### config.mk
export PLATFORM = sky130hd
export DESIGN_NAME = tank_sprite_unit
export DESIGN_NICKNAME = d
export VERILOG_FILES = /design/src/rtl/tank_sprite_pkg.sv /design/src/rtl/tank_sprite_unit_flash.sv /design/src/rtl/tank_sprite_unit.sv
export SDC_FILE = /design/constraint.sdc
export NUM_CORES = 1
export LEC_CHECK = 0
export BUFFER_PORTS_ARGS = -buffer_cell sky130_fd_sc_hd__buf_2
export CORE_AREA = 2 2 87 89
export DETAILED_ROUTE_END_ITERATION = 12
export DIE_AREA = 0 0 89 91
export PLACE_DENSITY = 0.81
export SYNTH_ARGS = -nofsm -noshare
export SYNTH_HDL_FRONTEND = slang
export SYNTH_SLANG_ARGS = --single-unit
### constraint.sdc
create_clock -name clk -period 2.85 [get_ports clk]
set_input_delay 0.1425 -clock clk [delete_from_list [all_inputs] [get_ports clk]]
set_output_delay 0.1425 -clock clk [all_outputs]
set_load 0.01 [all_outputs]
### src/rtl/tank_sprite_pkg.sv
// rtl/tank_sprite_pkg.sv - shared types and team palette table for the tank sprite pipeline
package tank_sprite_pkg;

    typedef enum logic [1:0] {
        DIR_UP    = 2'd0,
        DIR_RIGHT = 2'd1,
        DIR_DOWN  = 2'd2,
        DIR_LEFT  = 2'd3
    } dir_t;

    typedef logic [0:0] flash_state_t;
    localparam flash_state_t FLASH_IDLE   = 1'b0;
    localparam flash_state_t FLASH_ACTIVE = 1'b1;

    typedef struct packed {
        logic [3:0] r;
        logic [3:0] g;
        logic [3:0] b;
    } rgb12_t;

    localparam int PALETTE_COUNT = 4;

    // Entry 0 of each palette is transparent and never shown.
    localparam rgb12_t PALETTE_TABLE [PALETTE_COUNT*4] = '{
        rgb12_t'(12'h000), rgb12_t'(12'hFC0), rgb12_t'(12'hA80), rgb12_t'(12'h640),
        rgb12_t'(12'h000), rgb12_t'(12'h0F0), rgb12_t'(12'h0A0), rgb12_t'(12'h050),
        rgb12_t'(12'h000), rgb12_t'(12'hFFF), rgb12_t'(12'hAAA), rgb12_t'(12'h666),
        rgb12_t'(12'h000), rgb12_t'(12'hF00), rgb12_t'(12'hA00), rgb12_t'(12'h500)
    };

    function automatic rgb12_t palette_lookup(input logic [1:0] pal, input logic [1:0] idx);
        return PALETTE_TABLE[{pal, idx}];
    endfunction

endpackage

### src/rtl/tank_sprite_unit_flash.sv
// rtl/tank_sprite_unit_flash.sv - frame-counted damage/spawn flash controller (tank_flash_ctrl)
module tank_flash_ctrl
    import tank_sprite_pkg::*;
#(
    parameter int FLASH_PERIOD = 4
) (
    input  logic       clk,
    input  logic       reset,
    input  logic       frame_start,
    input  logic       flash_req,
    input  logic [7:0] flash_frames,
    output logic       flashing,
    output logic       phase
);

    localparam int TW = (FLASH_PERIOD > 1) ? $clog2(FLASH_PERIOD) : 1;

    flash_state_t  state;
    logic [7:0]    cnt;
    logic [TW-1:0] timer;

    // A request always wins over a same-cycle frame_start, so no decrement is lost or doubled.
    always_ff @(posedge clk) begin
        if (reset) begin
            state <= FLASH_IDLE;
            cnt   <= 8'd0;
            timer <= '0;
            phase <= 1'b0;
        end else if (flash_req) begin
            timer <= '0;
            if (flash_frames != 8'd0) begin
                state <= FLASH_ACTIVE;
                cnt   <= flash_frames;
                phase <= 1'b1;
            end else begin
                state <= FLASH_IDLE;
                cnt   <= 8'd0;
                phase <= 1'b0;
            end
        end else if (state == FLASH_ACTIVE && frame_start) begin
            if (cnt == 8'd1) begin
                state <= FLASH_IDLE;
                cnt   <= 8'd0;
                timer <= '0;
                phase <= 1'b0;
            end else begin
                cnt <= cnt - 8'd1;
                if (timer == TW'(FLASH_PERIOD - 1)) begin
                    timer <= '0;
                    phase <= ~phase;
                end else begin
                    timer <= timer + TW'(1);
                end
            end
        end
    end

    assign flashing = (state == FLASH_ACTIVE);

endmodule

### src/rtl/tank_sprite_unit.sv
// rtl/tank_sprite_unit.sv - per-tank sprite pixel pipeline; TANK_SPRITE_ANIM_EN enables tread animation
module tank_sprite_unit
    import tank_sprite_pkg::*;
#(
    parameter int SPRITE_W      = 32,
    parameter int ROM_AW        = 10,
    parameter int ROM_LATENCY   = 1,
    parameter int N_PALETTES    = 4,
    parameter int FLASH_PALETTE = 2,
    parameter int FLASH_PERIOD  = 4
) (
    input  logic                          clk,
    input  logic                          reset,
    input  logic                          frame_start,
    input  logic                          pix_valid,
    input  logic [9:0]                    draw_x,
    input  logic [9:0]                    draw_y,
    input  logic [9:0]                    tank_x,
    input  logic [9:0]                    tank_y,
    input  logic [1:0]                    dir,
    input  logic [$clog2(N_PALETTES)-1:0] palette_sel,
    input  logic                          moving,
    input  logic                          flash_req,
    input  logic [7:0]                    flash_frames,
    output logic [ROM_AW:0]               rom_addr,
    input  logic [1:0]                    rom_q,
    output logic [3:0]                    red,
    output logic [3:0]                    green,
    output logic [3:0]                    blue,
    output logic                          opaque,
    output logic                          out_valid,
    output logic                          flashing
);

    localparam int LW = $clog2(SPRITE_W);
    localparam int PW = $clog2(N_PALETTES);

    logic [9:0]    tank_x_s, tank_y_s;
    dir_t          dir_s;
    logic [PW-1:0] pal_s;

    always_ff @(posedge clk) begin
        if (reset) begin
            tank_x_s <= '0;
            tank_y_s <= '0;
            dir_s    <= DIR_UP;
            pal_s    <= '0;
        end else if (frame_start) begin
            tank_x_s <= tank_x;
            tank_y_s <= tank_y;
            dir_s    <= dir_t'(dir);
            pal_s    <= palette_sel;
        end
    end

    logic anim;
`ifdef TANK_SPRITE_ANIM_EN
    logic       moving_s;
    logic [1:0] anim_cnt;

    always_ff @(posedge clk) begin
        if (reset) begin
            moving_s <= 1'b0;
            anim     <= 1'b0;
            anim_cnt <= 2'd0;
        end else if (frame_start) begin
            moving_s <= moving;
            if (moving_s) begin
                if (anim_cnt == 2'd3) begin
                    anim_cnt <= 2'd0;
                    anim     <= ~anim;
                end else begin
                    anim_cnt <= anim_cnt + 2'd1;
                end
            end
        end
    end
`else
    logic unused_moving;
    assign unused_moving = moving;
    assign anim          = 1'b0;
`endif

    // Bit 10 of each difference is the borrow: the pixel lies left of / above the sprite.
    logic [10:0]   lx, ly;
    logic          inside_c;
    logic [LW-1:0] lxs, lys, src_r, src_c;

    assign lx       = {1'b0, draw_x} - {1'b0, tank_x_s};
    assign ly       = {1'b0, draw_y} - {1'b0, tank_y_s};
    assign inside_c = !lx[10] && !ly[10] && (lx[9:0] < 10'(SPRITE_W)) && (ly[9:0] < 10'(SPRITE_W));
    assign lxs      = lx[LW-1:0];
    assign lys      = ly[LW-1:0];

    // Inverting an LW-bit coordinate yields W-1-coordinate for free.
    always_comb begin
        src_r = lys;
        src_c = lxs;
        case (dir_s)
            DIR_UP:    begin src_r = lys;  src_c = lxs;  end
            DIR_RIGHT: begin src_r = ~lxs; src_c = lys;  end
            DIR_DOWN:  begin src_r = ~lys; src_c = ~lxs; end
            DIR_LEFT:  begin src_r = lxs;  src_c = ~lys; end
            default:   begin src_r = lys;  src_c = lxs;  end
        endcase
    end

    logic                   v0, in0;
    logic [ROM_LATENCY-1:0] v_pipe, in_pipe;

    always_ff @(posedge clk) begin
        if (reset) begin
            v0       <= 1'b0;
            in0      <= 1'b0;
            rom_addr <= '0;
            v_pipe   <= '0;
            in_pipe  <= '0;
        end else begin
            v0       <= pix_valid;
            in0      <= pix_valid && inside_c;
            rom_addr <= inside_c ? {anim, ROM_AW'({src_r, src_c})} : '0;
            v_pipe[0]  <= v0;
            in_pipe[0] <= in0;
            for (int i = 1; i < ROM_LATENCY; i++) begin
                v_pipe[i]  <= v_pipe[i-1];
                in_pipe[i] <= in_pipe[i-1];
            end
        end
    end

    logic flash_phase;

    tank_flash_ctrl #(
        .FLASH_PERIOD(FLASH_PERIOD)
    ) u_flash (
        .clk         (clk),
        .reset       (reset),
        .frame_start (frame_start),
        .flash_req   (flash_req),
        .flash_frames(flash_frames),
        .flashing    (flashing),
        .phase       (flash_phase)
    );

    logic [PW-1:0] pal_eff;
    rgb12_t        rgb_c;
    logic          opaque_c;

    assign pal_eff  = (flashing && flash_phase) ? PW'(FLASH_PALETTE) : pal_s;
    assign rgb_c    = palette_lookup(2'(pal_eff), rom_q);
    assign opaque_c = v_pipe[ROM_LATENCY-1] && in_pipe[ROM_LATENCY-1] && (rom_q != 2'd0);

    always_ff @(posedge clk) begin
        if (reset) begin
            out_valid <= 1'b0;
            opaque    <= 1'b0;
            red       <= 4'd0;
            green     <= 4'd0;
            blue      <= 4'd0;
        end else begin
            out_valid <= v_pipe[ROM_LATENCY-1];
            opaque    <= opaque_c;
            red       <= opaque_c ? rgb_c.r : 4'd0;
            green     <= opaque_c ? rgb_c.g : 4'd0;
            blue      <= opaque_c ? rgb_c.b : 4'd0;
        end
    end

endmodule

==> results.md <==
Die:
- The placeable core region is 7140 sq um.
- The overall die area is 8100 sq um.
- Measured along the x axis, the die boundary spans 89 um.
- Measured along the y axis, the die boundary spans 91 um.
- For this configuration, the core starts out at a cell density of 52.5%.
- Pin placement for this block handled 86 I/O pins.
- The count of standard-cell rows is 31.

GRT:
- The sum of overflow across all layers after global routing is 0.
- The number of antenna violations at the first check in global routing is 0.
- Global routing used 22.0% of the available tracks.
- The first global-routing pass estimated 14300 um of wire.
- Entering global routing, the biggest net connects 41 pins.
- The via count of the first global-routing pass is 3315.

Drt:
- The routed length on met1 is 3920 um.
- The total detailed-routing wirelength is 8680 um.
- After detailed routing, the number of remaining DRC violations is 0.
- For this run, the detailed router's first-pass iteration total came to 5.
- The DRC violation total after the first TritonRoute iteration is 99.
- Dividing the detail-routed wire length by the instance count gives 13.8 um.
- In the routed layout, each cell is associated on average with a via count of 5.54.
- The detail route stage leaves a number of antenna-violating nets equal to 0.
- The met2 wirelength from detailed routing is 4140 um.
- The uppermost metal layer occupied by signal nets is met4.
- The amount of wire on met3 after detailed routing is 483 um.
- Summing over every cut layer, the via total after detailed routing is 3482.

Worst setup path:
- STA classifies the critical path endpoint as a flip-flop.
- The arrival time at the worst endpoint is 2850 ps.
- STA puts the critical path data required time at 3090 ps.
- The setup path with the least slack is of type reg -> reg.
- In this run the worst path has a maximum fanout of 11.
- The worst setup path is launched from a flip-flop.

Finish:
- In the final design database the tool counted 613 nets.
- In the layout the commonest cells are buf_2 (83), dfxtp_1 (64), nor2_1 (49), inv_1 (37), nand2_1 (33).
- 0 antenna diodes ended up in the layout.
- After routing the design area is 4480 sq um.
- The most common cell after layout, fill and taps aside is buf_2.
- The post-route netlist has 21.1% of its cells at a drive strength greater than 1.
- The growth of design area from synthesis to finish is 19.7%.

Power and ir drop:
- Of the total power, the share spent switching nets is 30.6%.
- The internal power is 1.66 mW.
- The power density over the cells is 535 nW/um^2.
- The maximum ir drop on the vdd rail is 320 uV.
- The net switching power is 0.733 mW.
- The part of the total power dissipated in combinational logic is 22.3%.
- For this design the static power due to leakage is 2.08 nW.
- The clock network burns 37.6% of the power.
- The relative contribution of sequential cells to total power is 40.0%.

Min path:
- The class of the worst hold path is in -> reg.

Synth:
- The number of nets produced by synthesis is 530.
- The number of warnings issued by yosys is 0.
- The area share of the leading cell type in the synthesized netlist is 34.2%.
- Synthesis instantiated 54 different standard cells from the library.
- After technology mapping, the gate count stands at 442.
- A synthesized cell averages 8.48 sq um.
- The count of flip-flops with a built-in enable after synthesis is 0.
- The cell taking the most area after synthesis is dfxtp_1.
- The share of the Yosys chip area taken by registers is 34.2%.
- After synthesis, the cell types taking the most area are dfxtp_1 (34%), ha_1 (8.7%), mux2i_1 (8.3%).
- The post-synthesis async set-or-reset flop share is 0%.
- The prevailing post-synth register cell is dfxtp_1.
- The mapped netlist covers 3750 sq um.
- After synthesis the netlist holds a flip-flop and latch count of 64.

Clock tree:
- The maximum root-to-sink buffer count is 2.
- The number of resized instances in the post-cts repair step is 0.
- The number of buffers inserted to repair setup after CTS is 0.
- The clock sink total is 64.
- The CTS tree is done.
- CTS built an H-tree with a depth of 3.
- The cell chosen for the clock root is clkbuf_8.
- The clock transition at the registers of the reported paths is 80 ps.
- For this design, the CTS-stage hold fixing added 0 buffers.
- The clock reaches the later pin of the worst-skew pair after 350 ps.
- The number of clock buffers added by TritonCTS is 9.

STA:
- The count of final hold-check violations came to 0.
- The final number of setup-violating endpoints is 0.
- The final max-slew violation count came to 0.
- Static timing analysis puts the maximum clock frequency at 383 MHz.
- The final-layout setup total negative slack is 0 ps.
- The actual transition at the worst max-transition pin is 619 ps.
- For the finished layout, the period the worst path requires is 2610 ps.
- Setup repair after global routing left no endpoint under its margin.
- Clock skew on the completed layout was measured at 13.0 ps.
- The share of the cycle needed by the critical path after routing is 91.6%.
- The worst slew margin relative to its limit is 58.7%.

Placement:
- The final HPWL from detailed placement is 6450 um.
- The count of buffers added on input and output ports is 83.
- In this run the cell area measured after placement is 4260 sq um.
- The congestion estimate from routability-driven global placement came to 0.865.

Status:
- The run finished with clean final reports.

Flow run:
- The tool flagged a number of max-cap violations equal to 0.
[worst max-delay path: stages (launching register included)]
cell       delay [ps]
dfxtp_1           320
ha_1              220
fa_1              410
nand2b_1          180
a21oi_1           260
mux2i_1           130
nor4b_1           330
nand4_1           130
buf_4             200
a2111oi_2         330
[per-stage QoR]
stage	hold WS, ps	utilization [%]	power (mW)	cells	setup slack (ps)
6_report	29.2	62.8	2.40	629	238
5_1_grt	42.0	62.8	2.50	629	37.4
4_1_cts	28.9	62.8	2.40	629	262
3_5_place_dp	389	59.6	1.50	613	265
3_3_place_gp	377	59.6	1.48	613	353
2_1_floorplan	222	-	1.36	442	424
[power by group through the flow]
stage / Clock, mW / Combinational [mW] / Sequential, mW
CTS: 0.908 / 0.531 / 0.959
global route: 0.937 / 0.597 / 0.965
floorplan: 0 / 0.397 / 0.967
detailed placement: 0 / 0.523 / 0.980
global placement: 0 / 0.505 / 0.978
finish: 0.902 / 0.535 / 0.960
[state kept, by name, summed over array words and instances, names as in the netlist, 4 cells and up]
signal	flops
red	4
tank_y_s	10
u_flash.cnt	8
green	4
blue	4
tank_x_s	10
rom_addr	10
[Yosys cell counts, types with 8 or more instances]
master and instances:
dfxtp_1 64, ha_1 26, inv_1 37, clkbuf_1 9, nor4_1 10, nand2_1 33, nor2b_1 12, mux2i_1 31
nand3_1 8, or3_1 8, a21oi_1 25, nor2_1 49, o21ai_0 17, nor3_1 15
[routing by layer]
metal / up-vias / GRT usage [%]
li1: 1729 / -
met1: 1621 / 27.2
met2: 119 / 37.2
met3: 13 / 4.82
met4: 0 / 7.34
met5: - / 0
[layout make-up]
class / count / area [sq um]
Sequential cell: 64 / 1280
Inverter: 37 / 139
Tap cell: 99 / 124
Fill cell: 655 / 2650
Clock buffer: 9 / 124
Clock inverter: 7 / 103
Multi-Input combinational cell: 325 / 2260
Timing Repair Buffer: 88 / 453
[final timing paths]
kind,endpoint,cells after the start,slack [ps],from
worst max-delay path,rom_addr[3],9,240,tank_y_s[0]
worst min-delay path,tank_y_s[8],3,30,tank_y[8]
worst max register to register,rom_addr[3],9,240,tank_y_s[0]
worst min register to register,in_pipe,1,450,in0
[cell families after synthesis]
logic type / share of synthesized area, %
AO/OA/AOI/OAI: 18.4
multiplexers: 8.58
flip-flops: 34.2
other: 0.100
buffers and inverters: 5.48
XOR/XNOR: 2.57
AND/OR/NAND/NOR: 20.9
adder cells (fa/ha/maj): 9.75
(Power assumes the default switching activity.)
